--- src/rtl/rca_pkg.sv ---
// ---------------------------------------------------------------------------
// rca_pkg
// Shared definitions for the chunked sequential ripple-carry adder.
//   CHUNK_W   : width of the single ripple-carry slice (rca_8bit)
//   state_e   : sequencer state encoding
//   cnt_width : slice-counter width, clog2(n) with a floor of 1 bit
// ---------------------------------------------------------------------------
package rca_pkg;

    localparam int CHUNK_W = 8;

    typedef enum logic [1:0] {
        IDLE = 2'd0,
        RUN  = 2'd1,
        DONE = 2'd2
    } state_e;

    // A single-slice configuration still needs a real register bit for the
    // counter, so the result never drops below 1.
    function automatic int cnt_width(input int n);
        int w;
        w = 1;
        while ((1 << w) < n) begin
            w++;
        end
        return w;
    endfunction

endpackage

--- src/rtl/rca_8bit.sv ---
// ---------------------------------------------------------------------------
// rca_8bit
// Purely combinational 8-bit ripple-carry adder; the slice datapath that the
// sequential front-end reuses once per cycle.
// Ports:
//   a_i, b_i  [7:0]  addends
//   cin_i            carry into bit 0
//   sum_o     [7:0]  a_i + b_i + cin_i, low 8 bits
//   cout_o           carry out of bit 7
// ---------------------------------------------------------------------------
module rca_8bit (
    input  logic [7:0] a_i,
    input  logic [7:0] b_i,
    input  logic       cin_i,
    output logic [7:0] sum_o,
    output logic       cout_o
);

    logic carry;

    // Carry is a loop-local running value so the chain stays a true ripple of
    // full adders without a self-referencing carry vector.
    always_comb begin
        carry = cin_i;
        sum_o = '0;
        for (int i = 0; i < 8; i++) begin
            sum_o[i] = a_i[i] ^ b_i[i] ^ carry;
            carry    = (a_i[i] & b_i[i]) | (carry & (a_i[i] ^ b_i[i]));
        end
        cout_o = carry;
    end

endmodule

--- src/rtl/rca_chunk_seq_adder.sv ---
// ---------------------------------------------------------------------------
// rca_chunk_seq_adder
// Adds two WIDTH-bit operands by pushing one CHUNK-bit slice per cycle through
// a single rca_8bit, registering the slice carry between cycles.
//
// State table:
//   IDLE | waiting for operands, in_ready high
//   RUN  | one slice added per cycle, NCHUNK cycles
//   DONE | result held on out_sum/out_cout until out_ready
//
// Ports:
//   clk, rst      rising-edge clock, synchronous active-high reset
//   in_valid      operand request        in_ready   operands can be taken
//   in_a, in_b    WIDTH-bit operands     in_cin     carry into bit 0
//   out_valid     result available       out_ready  consumer takes result
//   out_sum       A+B+cin low WIDTH bits out_cout   carry out of bit WIDTH-1
// ---------------------------------------------------------------------------
module rca_chunk_seq_adder
    import rca_pkg::*;
#(
    parameter int WIDTH = 32,
    parameter int CHUNK = 8
) (
    input  logic             clk,
    input  logic             rst,
    input  logic             in_valid,
    output logic             in_ready,
    input  logic [WIDTH-1:0] in_a,
    input  logic [WIDTH-1:0] in_b,
    input  logic             in_cin,
    output logic             out_valid,
    input  logic             out_ready,
    output logic [WIDTH-1:0] out_sum,
    output logic             out_cout
);

    localparam int NCHUNK = WIDTH / CHUNK;
    localparam int CNT_W  = cnt_width(NCHUNK);
    localparam logic [CNT_W-1:0] LAST_CNT = CNT_W'(NCHUNK - 1);

    generate
        if (WIDTH % CHUNK != 0) begin : g_bad_width
            $error("rca_chunk_seq_adder: WIDTH must be a multiple of CHUNK");
        end
        if (CHUNK != CHUNK_W) begin : g_bad_chunk
            $error("rca_chunk_seq_adder: CHUNK must match the 8-bit slice");
        end
    endgenerate

    state_e             state_q;
    logic [WIDTH-1:0]   a_sh_q;
    logic [WIDTH-1:0]   b_sh_q;
    logic [WIDTH-1:0]   sum_sh_q;
    logic [WIDTH-1:0]   sum_sh_d;
    logic               carry_q;
    logic [CNT_W-1:0]   count_q;
    logic [WIDTH-1:0]   out_sum_q;
    logic               out_cout_q;

    logic [CHUNK-1:0]   chunk_sum;
    logic               chunk_cout;

    rca_8bit u_slice (
        .a_i    (a_sh_q[CHUNK-1:0]),
        .b_i    (b_sh_q[CHUNK-1:0]),
        .cin_i  (carry_q),
        .sum_o  (chunk_sum),
        .cout_o (chunk_cout)
    );

    // Slice sums enter at the top and shift down, so after NCHUNK cycles the
    // first (least significant) slice has reached bit 0.
    generate
        if (NCHUNK == 1) begin : g_sum_single
            assign sum_sh_d = chunk_sum;
        end else begin : g_sum_shift
            assign sum_sh_d = {chunk_sum, sum_sh_q[WIDTH-1:CHUNK]};
        end
    endgenerate

    // rst gates in_ready directly so no operand is acknowledged during reset.
    assign in_ready  = (state_q == IDLE) && !rst;
    assign out_valid = (state_q == DONE);
    assign out_sum   = out_sum_q;
    assign out_cout  = out_cout_q;

    always_ff @(posedge clk) begin
        if (rst) begin
            state_q    <= IDLE;
            a_sh_q     <= '0;
            b_sh_q     <= '0;
            sum_sh_q   <= '0;
            carry_q    <= 1'b0;
            count_q    <= '0;
            out_sum_q  <= '0;
            out_cout_q <= 1'b0;
        end else begin
            case (state_q)
                IDLE: begin
                    // Operands are sampled only on a real accept, so
                    // unknown values on idle inputs never reach the datapath.
                    if (in_valid && in_ready) begin
                        a_sh_q  <= in_a;
                        b_sh_q  <= in_b;
                        carry_q <= in_cin;
                        count_q <= '0;
                        state_q <= RUN;
                    end
                end
                RUN: begin
                    sum_sh_q <= sum_sh_d;
                    carry_q  <= chunk_cout;
                    a_sh_q   <= a_sh_q >> CHUNK;
                    b_sh_q   <= b_sh_q >> CHUNK;
                    count_q  <= count_q + 1'b1;
                    if (count_q == LAST_CNT) begin
                        out_sum_q  <= sum_sh_d;
                        out_cout_q <= chunk_cout;
                        state_q    <= DONE;
                    end
                end
                DONE: begin
                    // No accept on the handoff edge: IDLE is entered first.
                    if (out_ready) begin
                        state_q <= IDLE;
                    end
                end
                default: begin
                    state_q <= IDLE;
                end
            endcase
        end
    end

endmodule

--- config.mk ---
export PLATFORM = sky130hd
export DESIGN_NAME = rca_chunk_seq_adder
export DESIGN_NICKNAME = d
export VERILOG_FILES = /design/src/rtl/rca_pkg.sv /design/src/rtl/rca_8bit.sv /design/src/rtl/rca_chunk_seq_adder.sv
export SDC_FILE = /design/constraint.sdc
export NUM_CORES = 1
export LEC_CHECK = 0
export BUFFER_PORTS_ARGS = -buffer_cell sky130_fd_sc_hd__buf_2
export CELL_PAD_IN_SITES_DETAIL_PLACEMENT = 1
export CELL_PAD_IN_SITES_GLOBAL_PLACEMENT = 1
export CORE_MARGIN = 4
export CORE_UTILIZATION = 30
export CTS_CLUSTER_SIZE = 14
export DETAILED_ROUTE_END_ITERATION = 12
export PLACE_DENSITY = 0.61
export SYNTH_ARGS = -nofsm -noshare
export SYNTH_HDL_FRONTEND = slang
export SYNTH_SLANG_ARGS = --single-unit
--- constraint.sdc ---
create_clock -name clk -period 4.7 [get_ports clk]
set_input_delay 0.47 -clock clk [delete_from_list [all_inputs] [get_ports clk]]
set_output_delay 0.47 -clock clk [all_outputs]
set_load 0.05 [all_outputs]
; ---- Word-level counts from Yosys, hierarchy flattened
; Index checks and enable logic that the tools add are counted.
[classes]
mux = 12
n_reduce_logical = 8
eq_ne = 6
addsub = 1
n_bitwise = 40
[op_table]
columns = op, count
row1 = $pmux 32 s2, 2
row2 = $mux 32, 2
row3 = $and 1x1->1, 16
row4 = $xor 1x1->1, 16
row5 = $mux 2, 4
row6 = $or 1x1->1, 8
row7 = $pmux 2 s3, 1
row8 = $eq 2x2->1 const B, 2
row9 = $ne 2x1->1 const B, 2
row10 = $pmux 2 s2, 1
row11 = $reduce_and 2->1, 2
row12 = $reduce_and 3->1, 1
row13 = $add 2x1->2 const B, 1
row14 = $eq 2x1->1 const B, 1
row15 = $logic_and 1x1->1, 2
row16 = $logic_not 2->1, 1
row17 = $ne 2x2->1 const B, 1
row18 = $pmux 1 s2, 1
row19 = $reduce_bool 2->1, 1
row20 = $logic_not 1->1, 1
row21 = $mux 1, 1
[totals]
register_bits = 134

; ---- Depth between registers and ports, before layout
[depth]
ltp_word = 18
ltp_mapped = 12
mapped_depth_nobuf = 12

; ---- Modules after synthesis
; Synthesis repeated with hierarchy kept, for this count alone.
[hier_totals]
cells_unflattened = 627
hier_area_um2 = 4916.0
[by_module_without_submodules]
columns = module, cells_per_inst, n_inst, area_per_inst_um2, seq_area_each_um2
row1 = rca_chunk_seq_adder, 609, 1, 4718.3, 2522.4
row2 = rca_8bit, 18, 1, 197.7, 0.0

; ---- Worst setup path after synthesis
; Ideal clock, no wire load.
[synth_timing]
kind = register to register
start = reg a_sh_q[0]
end = reg sum_sh_q[31]
arrival_time_ps = 3486
period_less_slack_ps = 3572
slack_ps = 1128
path_stages_with_launch = 13
setup_time_ps = 86
path_cell_list = dfxtp_1 -> fa_1 -> inv_1 -> fa_1 -> inv_1 -> fa_1 -> fa_1 -> fa_1 -> fa_1 -> fa_1 -> inv_1 -> fa_1 -> a211oi_1
[synth_between]
elab_chain_len = 16
[synth_lines]
columns = element, line
row1 = from (decl), rca_chunk_seq_adder.sv:51  ; logic [WIDTH-1:0] a_sh_q;
row2 = from (signal assigned), rca_chunk_seq_adder.sv:103  ; a_sh_q <= in_a;
row3 = from (signal assigned), rca_chunk_seq_adder.sv:113  ; a_sh_q <= a_sh_q >> CHUNK;
row4 = $xor 1x1->1, rca_8bit.sv:28  ; carry = (a_i[i] & b_i[i]) | (carry & (a_i[i] ^ b_i[i]));
row5 = $and 1x1->1, rca_8bit.sv:28
row6 = $or 1x1->1 *, rca_8bit.sv:28
row7 = $and 1x1->1 *, rca_8bit.sv:28
row8 = $or 1x1->1 *, rca_8bit.sv:28
row9 = $and 1x1->1 *, rca_8bit.sv:28
row10 = $or 1x1->1 *, rca_8bit.sv:28
row11 = $and 1x1->1 *, rca_8bit.sv:28
row12 = $or 1x1->1 *, rca_8bit.sv:28
row13 = $and 1x1->1 *, rca_8bit.sv:28
row14 = $or 1x1->1 *, rca_8bit.sv:28
row15 = $and 1x1->1 *, rca_8bit.sv:28
row16 = $or 1x1->1 *, rca_8bit.sv:28
row17 = $and 1x1->1 *, rca_8bit.sv:28
row18 = $or 1x1->1 *, rca_8bit.sv:28
row19 = $xor 1x1->1 *, rca_8bit.sv:27  ; sum_o[i] = a_i[i] ^ b_i[i] ^ carry;
row20 = to (signal assigned), rca_chunk_seq_adder.sv:111  ; sum_sh_q <= sum_sh_d;
row21 = to (decl), rca_chunk_seq_adder.sv:53  ; logic [WIDTH-1:0] sum_sh_q;
; Mark *: on every way between the ends. The rest lies on a longest branch, timed or not.
; A chain may end at the register's enable or synchronous reset.

; ---- Worst setup path in the final report
; Ends and elaborated chain as after synthesis.

==> run_results.csv <==
group,metric,value,unit
floorplanning,initial_core_util,30.7,%
floorplanning,ios,104,
timing,finalCriticalPeriod,3.82,ns
run_status,status,"complete, no violations",
placement,hpwl,10000,µm
placement,pre_cts_ws,0.895,ns
logic_synthesis,netlist.area_leader.share,49.3,%
placement,portBuffers,103,
logic_synthesis,ys_warn_count,0,
routing,wl_per_cell,15.8,µm
worst_setup_path,r2r_slack,0.88,ns
logic_synthesis,netlist_area,5120,µm²
power,pwr_density_cell,452,nW/µm²
clock_network,post_cts_buffers,0,
logic_synthesis,ys_top_cells_by_area,"dfxtp_1 49%, nand2_1 10%, a211oi_1 7.8%, a21oi_1 6.9%, nor2_1 6.2%",
logic_synthesis,synth_xor_area_share,0,%
routing,first_iter_violations,195,
logic_synthesis,yosysTopAreaCell,"dfxtp_1",
global_routing,grt_max_degree,71,
worst_hold_path,hold_depth,3,
floorplanning,die_w,139,µm
logic_synthesis,synth_fa_ha_area_share,3.37,%
job,drv_cap,0,
logic_synthesis,syn_area_per_cell,8.35,µm²
worst_setup_path,cpMostUsedCell,"fa_1",
logic_synthesis,synth_top_family_by_area,"compound AO/OA/AOI/OAI gates",
logic_synthesis,synth_cell_types,30,
worst_hold_path,hold_start,"in_b[26]",
logic_synthesis,ys_async_sr_fraction,0,%
floorplanning,core-area,16600,µm²
worst_setup_path,worstSetupPathType,"reg2reg",
cells_and_area,final_common_cell,"nand2_1",
cells_and_area,syn2layout_area_growth,23.6,%
clock_network,cts-resized-gates,0,
worst_setup_path,r2r_end,"sum_sh_q[31]$_SDFFE_PP0P_",
floorplanning,dieHeight,139,µm
logic_synthesis,yosysSeqAreaShare,49.3,%
clock_network,cts_max_level,4,
global_routing,grtUsageTotal,15.4,%
routing,viasPerCell,4.87,
worst_hold_path,hold_class,"in2reg",
worst_setup_path,crit_arrival,4.14,ns
routing,antenna_left,0,
cells_and_area,mostFrequentLayoutCells,"136 x nand2_1, 126 x dfxtp_1, 102 x buf_2",
worst_setup_path,path_max_fanout,2,
power,p_sw,0.703,mW
clock_network,clock_latency,0.42,ns
worst_hold_path,whs_endpoint,"b_sh_q[26]$_SDFFE_PP0P_",
cells_and_area,num-fill-cells,1987,
timing,drv_slew,0,
placement,place_congestion,0.770,
power,switching_share,24.6,%
worst_setup_path,r2r_start,"a_sh_q[0]$_SDFFE_PP0P_",
timing,finClkSkew,0.00473,ns
timing,maxSlewHeadroom,30.2,%
power,internal_power,2.15,mW
worst_setup_path,worstSetupStartpointType,"register",
clock_network,cts-root-buf,"clkbuf_16",
logic_synthesis,synth_nets,691,
logic_synthesis,synthMuxAreaShare,0,%
clock_network,cts.sinks,126,
worst_setup_path,cp_data_required_time,5.02,ns
power,seq_power_share,41.1,%
timing,worst_slack,0.881,ns
worst_setup_path,reg2reg_depth,12,
power,combPwrFrac,9.6,%
cells_and_area,nNetsFinal,762,
global_routing,antenna_found_initial,1,
clock_network,clock_path_buffers,2,
timing,setup_violations,0,
power,power,2.86,mW
clock_network,cts-buffers-inserted,17,
timing,fmax,262,MHz
routing,vias,4471,
clock_network,cts_hold_buf,0,
timing,tightest_slew,1.05,ns
routing,wirelength,14500,µm
routing,dr.pass1.iters,4,
power,ir_drop,0.265,mV
routing,drc,0,
logic_synthesis,synth-seq-cells,126,
clock_network,clk_pin_slew,0.06,ns
global_routing,grt_pass1_vias,4563,
global_routing,grt_overflow,0,
timing,grt_setup_unrepaired,"false",
logic_synthesis,synth_edf_count,0,
power,leakage,2.47,nW
global_routing,grt_first_pass_wirelength,23900,µm
logic_synthesis,synth-compound-area-share,22.6,%
logic_synthesis,yosys.area_share.simple,18.7,%
floorplanning,fp-row-count,47,
clock_network,cts_tree,"built",
logic_synthesis,syn_inst,613,
worst_setup_path,endpoint_kind,"register",
floorplanning,die_area,19200,µm²
worst_setup_path,crit_path_max_incr_delay,0.43,ns
timing,fin_crit_sh,81.3,%
worst_setup_path,crit_path_cell_trace,"fa_1 -> inv_1 -> fa_1 -> inv_1 -> fa_1 -> fa_1 -> fa_1 -> fa_1 -> fa_1 -> inv_1 -> fa_1 -> a211oi_1",
timing,hold_viol,0,
cells_and_area,drive_gt1_share,20.8,%
power,pwr-share-clk,49.3,%
logic_synthesis,synth_flop_cell,"dfxtp_1",
worst_setup_path,crit_slowest_cell,"fa_1",
timing,setup_tns,0,ns
cell type report:
type,instances,area [µm²],share of cell area (%)
diodes,1,2.50,0.0396
clock buffers,19,453,7.16
clock inverters,13,189,2.99
inverters,9,33.8,0.534
multi-input cells,421,2290,36.1
flip-flops and latches,126,2520,39.9
well taps,220,275,4.35
repair buffers,109,563,8.90
state kept, by name, indices dropped and copies added, names as in the netlist:
name / cells
a_sh_q: 32
b_sh_q: 32
out_sum: 32
sum_sh_q: 24
count_q: 2
state_q: 2
carry_q: 1
out_cout: 1
worst max-delay path: cells and delay by family, from the launching register on:
family                   cells  cell delay, ns
AO/OA/AOI/OAI                1            0.24
flip-flops                   1            0.33
adder cells (fa/ha/maj)      8            2.94
buffers and inverters        3            0.20
through the flow:
step                      instance area (µm²)  hold slack [ns]  std cells  util [%]
final                                    6320            0.288        918      38.0
after global routing                     6320            0.276        917      38.0
after CTS                                6320            0.273        917      38.0
after detailed placement                 5680            0.446        885      34.1
after global placement                   5680            0.441        885      34.1
after floorplan                          5120            0.432        613         -
kinds of logic (layout without fill, tap and decap cells):
| kind of cell | after synthesis | after routing |
|---|---|---|
| buffers and inverters | 66 | 150 |
| DFF | 126 | 126 |
| and+or+nand+nor | 237 | 237 |
| adders and majority gates | 9 | 9 |
| AOI/OAI and AO/OA | 175 | 175 |
| other | 0 | 1 |
power groups by stage:
stage,Clock [mW],Combinational (mW),Sequential (mW)
after global routing,1.50,0.308,1.18
after floorplan,0,0.200,1.18
after detailed placement,0,0.278,1.20
final,1.41,0.273,1.17
after CTS,1.44,0.278,1.18
after global placement,0,0.270,1.19
how the worst max path moves through the flow:
stage,startpoint,to,slack (ns),depth (start not counted)
finish,a_sh_q[0]$_SDFFE_PP0P_,sum_sh_q[31]$_SDFFE_PP0P_,0.88,12
global route,a_sh_q[0]$_SDFFE_PP0P_,sum_sh_q[31]$_SDFFE_PP0P_,0.76,12
CTS,a_sh_q[0]$_SDFFE_PP0P_,sum_sh_q[31]$_SDFFE_PP0P_,0.85,12
detailed placement,a_sh_q[0]$_SDFFE_PP0P_,sum_sh_q[31]$_SDFFE_PP0P_,0.89,12
global placement,a_sh_q[0]$_SDFFE_PP0P_,sum_sh_q[31]$_SDFFE_PP0P_,1.0,12
floorplan,a_sh_q[0]$_SDFFE_PP0P_,sum_sh_q[31]$_SDFFE_PP0P_,1.13,12
Yosys cell counts, types with 2 or more instances:
| cell type | n |
|---|---|
| a211oi_1 | 53 |
| a21oi_1 | 71 |
| buf_1 | 7 |
| buf_2 | 18 |
| buf_4 | 3 |
| buf_6 | 2 |
| clkbuf_1 | 26 |
| dfxtp_1 | 126 |
| fa_1 | 8 |
| inv_1 | 9 |
| nand2_1 | 136 |
| nand2b_1 | 5 |
| nand3_1 | 2 |
| nor2_1 | 84 |
| nor3_1 | 2 |
| o22ai_1 | 18 |
| o2bb2ai_1 | 30 |
per-layer routing:
layer	GRT usage [%]	wire [µm]	part of all wire, %	up-vias
met5	0	13	0.090	-
met4	4.73	221	1.5	2
met3	4.93	749	5.2	21
met2	25.4	6910	48	98
met1	19.2	6570	45	2111
li1	-	-	-	2239
(Power assumes the default switching activity.)
